**config.mk**
```make
export PLATFORM = sky130hd
export DESIGN_NAME = ex_operand_ctrl
export DESIGN_NICKNAME = d
export VERILOG_FILES = /design/src/rtl/ex_operand_ctrl.sv
export SDC_FILE = /design/constraint.sdc
export NUM_CORES = 1
export LEC_CHECK = 0
export BUFFER_PORTS_ARGS = -buffer_cell sky130_fd_sc_hd__buf_4
export CAP_MARGIN = 20
export CORE_UTILIZATION = 40
export CTS_BUF_LIST = sky130_fd_sc_hd__clkbuf_16
export DETAILED_ROUTE_END_ITERATION = 12
export GPL_ROUTABILITY_DRIVEN = 0
export PLACE_DENSITY = 0.83
export SYNTH_ARGS = -nofsm -noshare
export SYNTH_HDL_FRONTEND = slang
export SYNTH_SLANG_ARGS = --single-unit
```
**constraint.sdc**
```tcl
create_clock -name Clk -period 2.1 [get_ports Clk]
set_clock_uncertainty 0.15 [all_clocks]
set_input_delay 0.315 -clock Clk [delete_from_list [all_inputs] [get_ports Clk]]
set_output_delay 0.315 -clock Clk [all_outputs]
set_load 0.03 [all_outputs]
```
**src/rtl/ex_operand_ctrl.sv**
```systemverilog
// EX-stage operand control: forwarding selects, load-use interlock and the
// multiply/divide occupancy sequencer that stalls the front end while it runs.
module ex_operand_ctrl #(
   parameter int MD_CYCLES = 32
) (
   input  logic       Clk,
   input  logic       Reset_L,
   input  logic [4:0] Rs_ID,
   input  logic [4:0] Rt_ID,
   input  logic [4:0] Rs_EX,
   input  logic [4:0] Rt_EX,
   input  logic [4:0] Rd_MEM,
   input  logic [4:0] Rd_WB,
   input  logic       Uses_Rt_ID,
   input  logic       ALUSrc_ID,
   input  logic       MultDiv_Start_ID,
   input  logic       MemRead_EX,
   input  logic       RegWrite_MEM,
   input  logic       RegWrite_WB,
   output logic [1:0] ForwardA_EX,
   output logic [1:0] ForwardB_EX,
   output logic       ALUSrc_EX,
   output logic       Stall_IF_ID,
   output logic       Flush_ID_EX,
   output logic       Hold_EX,
   output logic       MD_Busy,
   output logic       MD_Done
);

   typedef enum logic [1:0] {
      IDLE    = 2'd0,
      MD_RUN  = 2'd1,
      MD_DONE = 2'd2
   } state_t;

   localparam logic [5:0] MD_LOAD = 6'(MD_CYCLES - 1);

   state_t     state, state_nxt;
   logic [5:0] cnt, cnt_nxt;
   logic       alu_src_nxt;
   logic       load_use;

   // MEM/WB-stage producer match; the younger (MEM) result wins.
   function automatic logic [1:0] fwd_sel(input logic [4:0] src,
                                          input logic [4:0] rd_mem,
                                          input logic       wr_mem,
                                          input logic [4:0] rd_wb,
                                          input logic       wr_wb);
      logic [1:0] sel;
      sel = 2'b00;
      if (wr_mem && (rd_mem != 5'd0) && (rd_mem == src)) begin
         sel = 2'b10;
      end else if (wr_wb && (rd_wb != 5'd0) && (rd_wb == src)) begin
         sel = 2'b01;
      end
      return sel;
   endfunction

   assign load_use = MemRead_EX && (Rt_EX != 5'd0) &&
                     ((Rt_EX == Rs_ID) || (Uses_Rt_ID && (Rt_EX == Rt_ID)));

   always_ff @(posedge Clk) begin
      if (!Reset_L) begin
         state     <= IDLE;
         cnt       <= 6'd0;
         ALUSrc_EX <= 1'b0;
      end else begin
         state     <= state_nxt;
         cnt       <= cnt_nxt;
         ALUSrc_EX <= alu_src_nxt;
      end
   end

   always_comb begin
      state_nxt   = state;
      cnt_nxt     = cnt;
      alu_src_nxt = ALUSrc_EX;
      ForwardA_EX = fwd_sel(Rs_EX, Rd_MEM, RegWrite_MEM, Rd_WB, RegWrite_WB);
      ForwardB_EX = fwd_sel(Rt_EX, Rd_MEM, RegWrite_MEM, Rd_WB, RegWrite_WB);
      Stall_IF_ID = 1'b0;
      Flush_ID_EX = 1'b0;
      Hold_EX     = 1'b0;
      MD_Busy     = 1'b0;
      MD_Done     = 1'b0;

      case (state)
         IDLE: begin
            if (load_use) begin
               // Bubble into EX: the flushed slot must not select the immediate.
               Stall_IF_ID = 1'b1;
               Flush_ID_EX = 1'b1;
               alu_src_nxt = 1'b0;
            end else if (MultDiv_Start_ID) begin
               alu_src_nxt = ALUSrc_ID;
               cnt_nxt     = MD_LOAD;
               state_nxt   = MD_RUN;
            end else begin
               alu_src_nxt = ALUSrc_ID;
            end
         end
         MD_RUN: begin
            Stall_IF_ID = 1'b1;
            Hold_EX     = 1'b1;
            MD_Busy     = 1'b1;
            // A zero count here is unreachable in normal use; bail out rather than wrap.
            if (cnt <= 6'd1) begin
               state_nxt = MD_DONE;
            end
            if (cnt != 6'd0) begin
               cnt_nxt = cnt - 6'd1;
            end
         end
         MD_DONE: begin
            Stall_IF_ID = 1'b1;
            MD_Busy     = 1'b1;
            MD_Done     = 1'b1;
            state_nxt   = IDLE;
         end
         default: begin
            state_nxt = IDLE;
         end
      endcase

      if (!Reset_L) begin
         ForwardA_EX = 2'b00;
         ForwardB_EX = 2'b00;
         Stall_IF_ID = 1'b0;
         Flush_ID_EX = 1'b0;
         Hold_EX     = 1'b0;
         MD_Busy     = 1'b0;
         MD_Done     = 1'b0;
      end
   end

endmodule

```
### Word level (Yosys, flattened, before mapping)

Index checks and enable logic that the tools add are counted.

* register bits: 9
* input bits: 38
* logic and storage cells: 62

* reduce and logical (&&, ||, !) cells: 19
* multiplexer cells: 26
* $add $sub $neg: 1
* $lt $le $gt $ge: 1
* equal/unequal tests: 12

Operators with widths (count)
* equality test 5 bit: 6
* 2-to-1 mux 6 bit: 3
* nonzero test 5 bit: 3
* 2-to-1 mux 2 bit: 7
* 2-to-1 mux 1 bit: 13
* one-hot mux 6 bit (2 select lines): 1
* logical AND 1 bit: 9
* inequality test 2 bit (second input constant): 4
* less-or-equal comparator 6 x 1 -> 1 bit (second input constant): 1
* nonzero test 6 bit: 1
* subtractor 6 x 1 -> 6 bit (second input constant): 1
* one-hot mux 2 bit (2 select lines): 1
* AND reduction 4 bit: 1
* AND reduction 3 bit: 1
* equality test 2 x 1 -> 1 bit (second input constant): 1
* equality test 2 bit (second input constant): 1
* zero test 2 bit: 1
* one-hot mux 1 bit (2 select lines): 1
* nonzero test 2 bit: 1
* OR reduction 2 bit: 1
* logical OR 1 bit: 1

### Logic depth before layout (Yosys ltp)

Gate-level depths: netlist (run 1).

* depth in word-level cells: 7
* depth in mapped cells: 9
* depth with buffers taken out: 8

### Worst setup path before layout (run 1)

OpenSTA, ideal clock, no wires.

* path type: input port to output port
* from: input Rd_MEM[1]
* to: output ForwardA_EX[0]
* path buffers: 0
* stages on the path: 4
* required time: 1635 ps
* setup slack: -475 ps
* arrival: 2110 ps
* cell sequence: or4_1 -> o21ai_0 -> nor4_1 -> nor4_1

* cells in the longest elaborated chain, start to end: 5
* elaborated cells between the ends (all ways): 6

RTL lines
* start: declaration: line 12 `input logic [4:0] Rd_MEM,`
* nonzero test 5 bit: line 51 `if (wr_mem && (rd_mem != 5'd0) && (rd_mem == src)) begin`
* logical AND 1 bit: line 51
* logical AND 1 bit *: line 51
* 2-to-1 mux 2 bit *: line 51
* 2-to-1 mux 2 bit *: line 124 `if (!Reset_L) begin`
* end: declaration: line 20 `output logic [1:0] ForwardA_EX,`

Mark *: on every way between the ends. The rest lies on a longest branch, timed or not.

### Worst setup path in the final report (run 1)

* from: input Rt_EX[1]
* to: output Stall_IF_ID

* cells in the longest elaborated chain, start to end: 7
* elaborated cells between the ends (all ways): 10

RTL lines
* start: declaration: line 11 `input logic [4:0] Rt_EX,`
* equality test 5 bit: line 60 `((Rt_EX == Rs_ID) || (Uses_Rt_ID && (Rt_EX == Rt_ID)));`
* logical AND 1 bit: line 60
* logical OR 1 bit: line 60
* logical AND 1 bit *: line 59 `assign load_use = MemRead_EX && (Rt_EX != 5'd0) &&`
* 2-to-1 mux 1 bit *: line 88 `if (load_use) begin`
* one-hot mux 1 bit (2 select lines) *: line 86 `case (state)`
* 2-to-1 mux 1 bit *: line 124
* end: declaration: line 23 `output logic Stall_IF_ID,`

Marks and branches as above.

==> results of run 1 <==
[state kept, by name, indices dropped and copies added (netlist names)]
name / flops
ALUSrc_EX: 1
state: 2
cnt: 6
[routing by layer]
| metal | vias to the layer above | track usage | routed length (um) |
|---|---|---|---|
| met5 | - | 0 | 0 |
| met4 | 0 | 0.105 | 181 |
| met3 | 21 | 0.0706 | 269 |
| met2 | 78 | 0.508 | 2260 |
| met1 | 639 | 0.292 | 1600 |
| li1 | 610 | - | - |
[worst max-delay path, stage by stage]
cell and delay (ps):
buf_8 100, or4_4 540, o21ai_4 150, or2_4 160, nor2_4 40, and2_4 150, o21ba_4 190, buf_6 130
[placed cells by master, fill, tap and decap left out, types with 6 or more instances in the layout]
master,instances
dfxtp_1,9
inv_1,8
buf_4,54
nand2_1,7
xor2_1,23
nor2_1,8
xnor2_1,7
nand3_1,6
buf_6,11
[power breakdown]
part           internal (mW)  leakage (nW)  switching, mW
clock                  0.250        0.0423         0.0939
sequential             0.221        0.0747         0.0358
combinational          0.336         0.739          0.428
total                  0.808         0.856          0.558
[path summary, 6_finish.rpt]
| path | startpoint | to | slack [ps] | depth (start not counted) |
|---|---|---|---|---|
| worst max register to register | state[1]$_SDFFE_PN0P_ | cnt[4]$_SDFFE_PN0P_ | 40 | 8 |
| worst max-delay path | Rt_EX[1] | Stall_IF_ID | -140 | 8 |
| worst min register to register | cnt[5]$_SDFFE_PN0P_ | cnt[5]$_SDFFE_PN0P_ | 340 | 2 |
| worst min-delay path | ALUSrc_ID | ALUSrc_EX$_SDFFE_PN0P_ | 280 | 3 |
[logic make-up (layout without fill, tap and decap cells)]
logic type	after synthesis	in the layout	synth area share
compound gates	29	29	0.193
buf+inv	15	82	0.0667
simple gates	46	46	0.244
fa+ha+maj	7	7	0.0820
xor+xnor	30	30	0.246
flops	9	9	0.169
[Yosys cell counts, types with 2 or more instances]
| master | instances |
|---|---|
| or2_2 | 2 |
| and2_1 | 5 |
| a21oi_1 | 5 |
| o21ai_0 | 6 |
| ha_1 | 7 |
| nor2_1 | 8 |
| a21boi_0 | 2 |
| xnor2_1 | 7 |
| nand2_1 | 7 |
| buf_2 | 3 |
| nand3_1 | 6 |
| o211a_1 | 3 |
| xor2_1 | 23 |
| dfxtp_1 | 9 |
| or4_1 | 5 |
| nor4_1 | 5 |
| clkbuf_1 | 2 |
| o211ai_1 | 3 |
| inv_1 | 8 |
[cell type report]
class | instances | area (um2)
tap | 30 | 37.5
multi-input combinational | 112 | 948
timing repair buffer | 70 | 604
clock inverter | 1 | 3.75
sequential | 9 | 180
inverter | 8 | 30.0
clock buffer | 3 | 75.1
fill | 162 | 621
[repair_timing]
| action | in CTS | in global routing |
|---|---|---|
| buffers inserted | 5 | 2 |
| endpoints found under the setup margin | 6 | 9 |
| endpoints found under the hold margin | 0 | 0 |
| pin swaps | 16 | 11 |
| gates resized for setup | 22 | 19 |
==> key figures, run 1 <==
GRT
  – Global-route wire length before repair: 5.61 mm
  – Gr usage total: 0.275
  – Initial antenna violation count: 0
  – Overflow left after global routing: 0
  – Largest net degree at the start of global routing: 18
  – Number of global-route vias before repair: 1197

Critical path
  – CP required: 1630 ps
  – Endpoint class of the critical path: output port
  – CP Launch Type: input port
  – CP arrival: 1770 ps
  – Critical path peak fanout: 4
  – Crit Path Class: in2out

Timing
  – Finish-stage setup viols: 4
  – Min Clock Period, post-route: 2240 ps
  – Fmax: 447 MHz
  – Post-route worst setup slack: -139 ps
  – Slew @ Worst Pin: 564 ps
  – Slew Limit Fails: 0
  – Relative slew slack: 0.620
  – Final Hold Vio Count: 0
  – Total Neg Setup Slack: -283 ps
  – RSZ-0062 raised after global routing: true
  – Final worst-path cycle share: 1.07
  – Final hold slack: 278 ps

Yosys
  – EDFF count, synth: 0
  – Syn_nets: 181
  – Synth top area share: 0.189
  – Synth area leaders: xor2_1 (19%), dfxtp_1 (17%), ha_1 (8.2%), xnor2_1 (5.7%), or4_1 (3.5%)
  – Synthesized area: 0.00107 mm2
  – Syn Area/Cell: 7.86 um2
  – Yosys Warn Count: 0
  – Dominant synthesized flop cell: dfxtp_1
  – Fraction of registers with async set/reset: 0
  – Register bit total from synthesis: 9
  – Post-Synthesis Cells: 136
  – Netlist cell types: 39
  – Cell taking the most area after synthesis: xor2_1
  – Seq/Total Area, Yosys: 0.169

Routing
  – DRC Markers: 0
  – Via count: 1348
  – Drt wl/cell: 18.5 um
  – Final antenna-violating net count: 0
  – Via density: 5.79
  – Initial DRT Pass Iterations: 4
  – Drt total wl: 4.30 mm
  – 1st-iter DRT viols: 66

Place
  – Post-DP HPWL: 2.54 mm
  – DP Area: 0.00158 mm2
  – Pre-CTS setup slack: -201 ps
  – Post-Place Cells: 222
  – PortBufs: 47

Outcome
  – Status: finished with violations
  – Failing checks: setup timing

Layout
  – NumNets Final: 249
  – Fin util: 0.752
  – Post-Layout Cell Count: 233
  – Fraction of layout cells with a size suffix above 1: 0.473
  – Area growth, synth to finish: 75.9%
  – Diode count: 0
  – Final Cell Area: 0.00188 mm2

Power
  – Worst vdd ir: 0.783 mV
  – Total power: 1.37 mW
  – Leak Pwr: 0.856 nW
  – PD cells: 727 mW/mm2

Clock tree
  – CTS Hold Bufs: 0
  – TritonCTS clock tree: done
  – CTS sink count: 9
  – Root buffer cell: clkbuf_16
  – H-tree depth: 1
  – Clock Tree Buf Depth: 2
  – Worst-Skew Late Latency: 240 ps
  – Worst-path clk slew: 40 ps
  – CTS buffer count: 3

Die
  – Core box area: 0.00250 mm2
  – Die height: 53.7 um
  – # rows: 18
  – Die W: 53.7 um
  – Starting Density: 0.427
  – # IOs: 48
  – Die Area: 0.00288 mm2

Job
  – Max cap viols: 0

Hold path
  – Worst min-delay path class: in2reg
No activity file was read; power rests on OpenSTA's default activity.
==> run 2: changes to the inputs <==
--- a/config.mk
+++ b/config.mk
@@ -12,6 +12,7 @@
 export DETAILED_ROUTE_END_ITERATION = 12
 export GPL_ROUTABILITY_DRIVEN = 0
 export PLACE_DENSITY = 0.83
+export SETUP_SLACK_MARGIN = 0.02
 export SYNTH_ARGS = -nofsm -noshare
 export SYNTH_HDL_FRONTEND = slang
 export SYNTH_SLANG_ARGS = --single-unit
==> key figures, run 2 (synthesized netlist as in run 1, its figures left out) <==
Die
  – Die Area: 0.00288 mm2 (unchanged)
  – Starting Density: 0.427 (unchanged)
  – # IOs: 48 (unchanged)
  – # rows: 18 (unchanged)
  – Core box area: 0.00250 mm2 (unchanged)
  – Die W: 53.7 um (unchanged)
  – Die height: 53.7 um (unchanged)

Place
  – Post-DP HPWL: 2.42 mm (-4.5%)
  – PortBufs: 47 (unchanged)
  – Pre-CTS setup slack: -193 ps (+8.41 ps)
  – Post-Place Cells: 223 (+0.45%)

Routing
  – DRC Markers: 0 (unchanged)
  – Initial DRT Pass Iterations: 4 (unchanged)
  – Drt wl/cell: 14.7 um (-20%)
  – 1st-iter DRT viols: 27 (-59%)
  – Final antenna-violating net count: 0 (unchanged)
  – Via count: 1243 (-7.8%)
  – Drt total wl: 3.46 mm (-20%)
  – Via density: 5.29 (-8.6%)

Clock tree
  – Clock Tree Buf Depth: 2 (unchanged)
  – Worst-path clk slew: 40 ps (about the same)
  – TritonCTS clock tree: done
  – CTS sink count: 9 (unchanged)
  – H-tree depth: 1 (unchanged)
  – Worst-Skew Late Latency: 240 ps (about the same)
  – CTS Hold Bufs: 0 (unchanged)
  – Root buffer cell: clkbuf_16
  – CTS buffer count: 3 (unchanged)

Layout
  – Sequential cell area: 183 um2 (+1.4%)
  – Number of flip-flops in the largest register: 6 (unchanged)
  – Biggest register: cnt
  – NumNets Final: 251 (+0.80%)
  – Area growth, synth to finish: 77.8%
  – Fraction of layout cells with a size suffix above 1: 0.507 (+0.0344)
  – Commonest non-fill, non-tap cell in the layout: buf_4
  – Post-Layout Cell Count: 235 (+0.86%)
  – Area of the multi-input gates: 962 um2 (+1.5%)
  – Most frequent cells in the layout: buf_4 (56), xor2_1 (22), buf_6 (14)
  – Fin util: 0.760 (+0.00801)
  – Diode count: 0 (unchanged)
  – Fillers: 150 (-7.4%)
  – Top flop regs: cnt (6), state (2), ALUSrc_EX (1)

Critical path
  – Critical path peak fanout: 3 (-1)
  – CP Launch Type: input port
  – Crit-path max cell delay: 540 ps (about the same)
  – CP required: 1630 ps (about the same)
  – Critical-path cell list: buf_8, or4_4, o21ai_4, or2_4, nor2_4, and2_4, o21ba_4, buf_6
  – CP delay by family, top: simple AND/OR/NAND/NOR gates
  – Crit Path Class: in2out
  – Max stage delay cell, worst path: or4_4
  – CP arrival: 1770 ps (about the same)
  – Endpoint class of the critical path: output port
  – Buf/Inv on CP: 2 (unchanged)

Outcome
  – Failing checks: setup timing
  – Status: finished with violations

Power
  – Internal power: 813 uW (+0.66%)
  – Net switching power: 508 uW (-8.8%)
  – Comb pwr share: 0.547 (-0.013)
  – Sw Ratio: 0.385 (-0.0237)
  – PD cells: 696 mW/mm2 (-4.2%)
  – Leak Pwr: 0.864 nW (+0.99%)
  – Clock power share: 0.256 (+0.004)
  – Flop pwr share: 0.197 (+0.009)
  – Worst vdd ir: 0.817 mV (+4.4%)

Timing
  – Slew Limit Fails: 0 (unchanged)
  – Final Hold Vio Count: 0 (unchanged)
  – Relative slew slack: 0.791 (+0.171)
  – Final hold slack: 226 ps (-51.9 ps)
  – Fmax: 447 MHz (about the same)
  – Slew @ Worst Pin: 311 ps (-254 ps)
  – Finish-stage setup viols: 4 (unchanged)
  – Post-route worst setup slack: -138 ps (+1.42 ps)
  – Final worst-path cycle share: 1.07 (about the same)
  – Min Clock Period, post-route: 2240 ps (-1.42 ps)
  – RSZ-0062 raised after global routing: true

GRT
  – Gr usage total: 0.237 (-0.0372)
  – Global-route wire length before repair: 4.91 mm (-13%)
  – Largest net degree at the start of global routing: 18 (unchanged)
  – Initial antenna violation count: 0 (unchanged)
  – Overflow left after global routing: 0 (unchanged)
  – Number of global-route vias before repair: 1201 (+0.33%)

Hold path
  – Worst min-delay path class: in2reg

Job
  – Max cap viols: 0 (unchanged)
run 2: cell count changes in the layout (fill, tap and decap cells not counted), sizes merged:
cell	previous run	this run
buf	70	72
run 2: worst paths after layout:
path                            start                endpoint  slack (ps)  depth (start not counted)
setup / recovery             Rt_EX[3]             Stall_IF_ID        -140                          8
hold / removal              ALUSrc_ID  ALUSrc_EX$_SDFFE_PN0P_         230                          3
setup reg to reg  cnt[5]$_SDFFE_PN0P_     cnt[4]$_SDFFE_PN0P_         150                          6
hold reg to reg   cnt[5]$_SDFFE_PN0P_     cnt[5]$_SDFFE_PN0P_         310                          2
run 2: final cells by class:
type	instances	area share
multi-input combinational	112	0.507
timing repair buffer	72	0.320
sequential	9	0.0962
clock buffer	3	0.0395
tap	30	0.0198
inverter	8	0.0158
clock inverter	1	0.00198
run 2: what timing repair did:
item                                    in CTS  in global routing
buffers inserted                             5                  3
endpoints found under the setup margin       7                 11
cloned                                       0                  0
gates resized for setup                     16                 27
pin swaps                                    6                 10
run 2: power by group through the flow:
| stage | Combinational [mW] | Sequential [mW] | Clock [mW] |
|---|---|---|---|
| global placement | 0.606 | 0.254 | 0 |
| finish | 0.723 | 0.261 | 0.338 |
| detailed placement | 0.626 | 0.256 | 0 |
| floorplan | 0.416 | 0.255 | 0 |
| global route | 0.792 | 0.270 | 0.353 |
| CTS | 0.667 | 0.255 | 0.341 |
run 2: worst register-to-register path: cells and delay by family (launching register included):
| family | cells | cell delay, ps |
|---|---|---|
| AOI/OAI and AO/OA | 4 | 730 |
| and+or+nand+nor | 2 | 700 |
| DFF | 1 | 300 |
run 2: layer usage:
layer	GRT usage	routed length [um]	vias to the layer above
met5	0	0	-
met4	0.114	64	0
met3	0.0480	286	7
met2	0.412	1690	65
met1	0.274	1420	558
li1	-	-	613
run 2: through the flow:
stage          power [mW]  cell area [um2]  TNS (ps)
6_report             1.32             1900      -334
5_1_grt              1.41             1900      -530
4_1_cts              1.26             1770      -370
3_5_place_dp        0.882             1590      -965
3_3_place_gp        0.861             1590      -646
2_1_floorplan       0.671             1110     -57.1
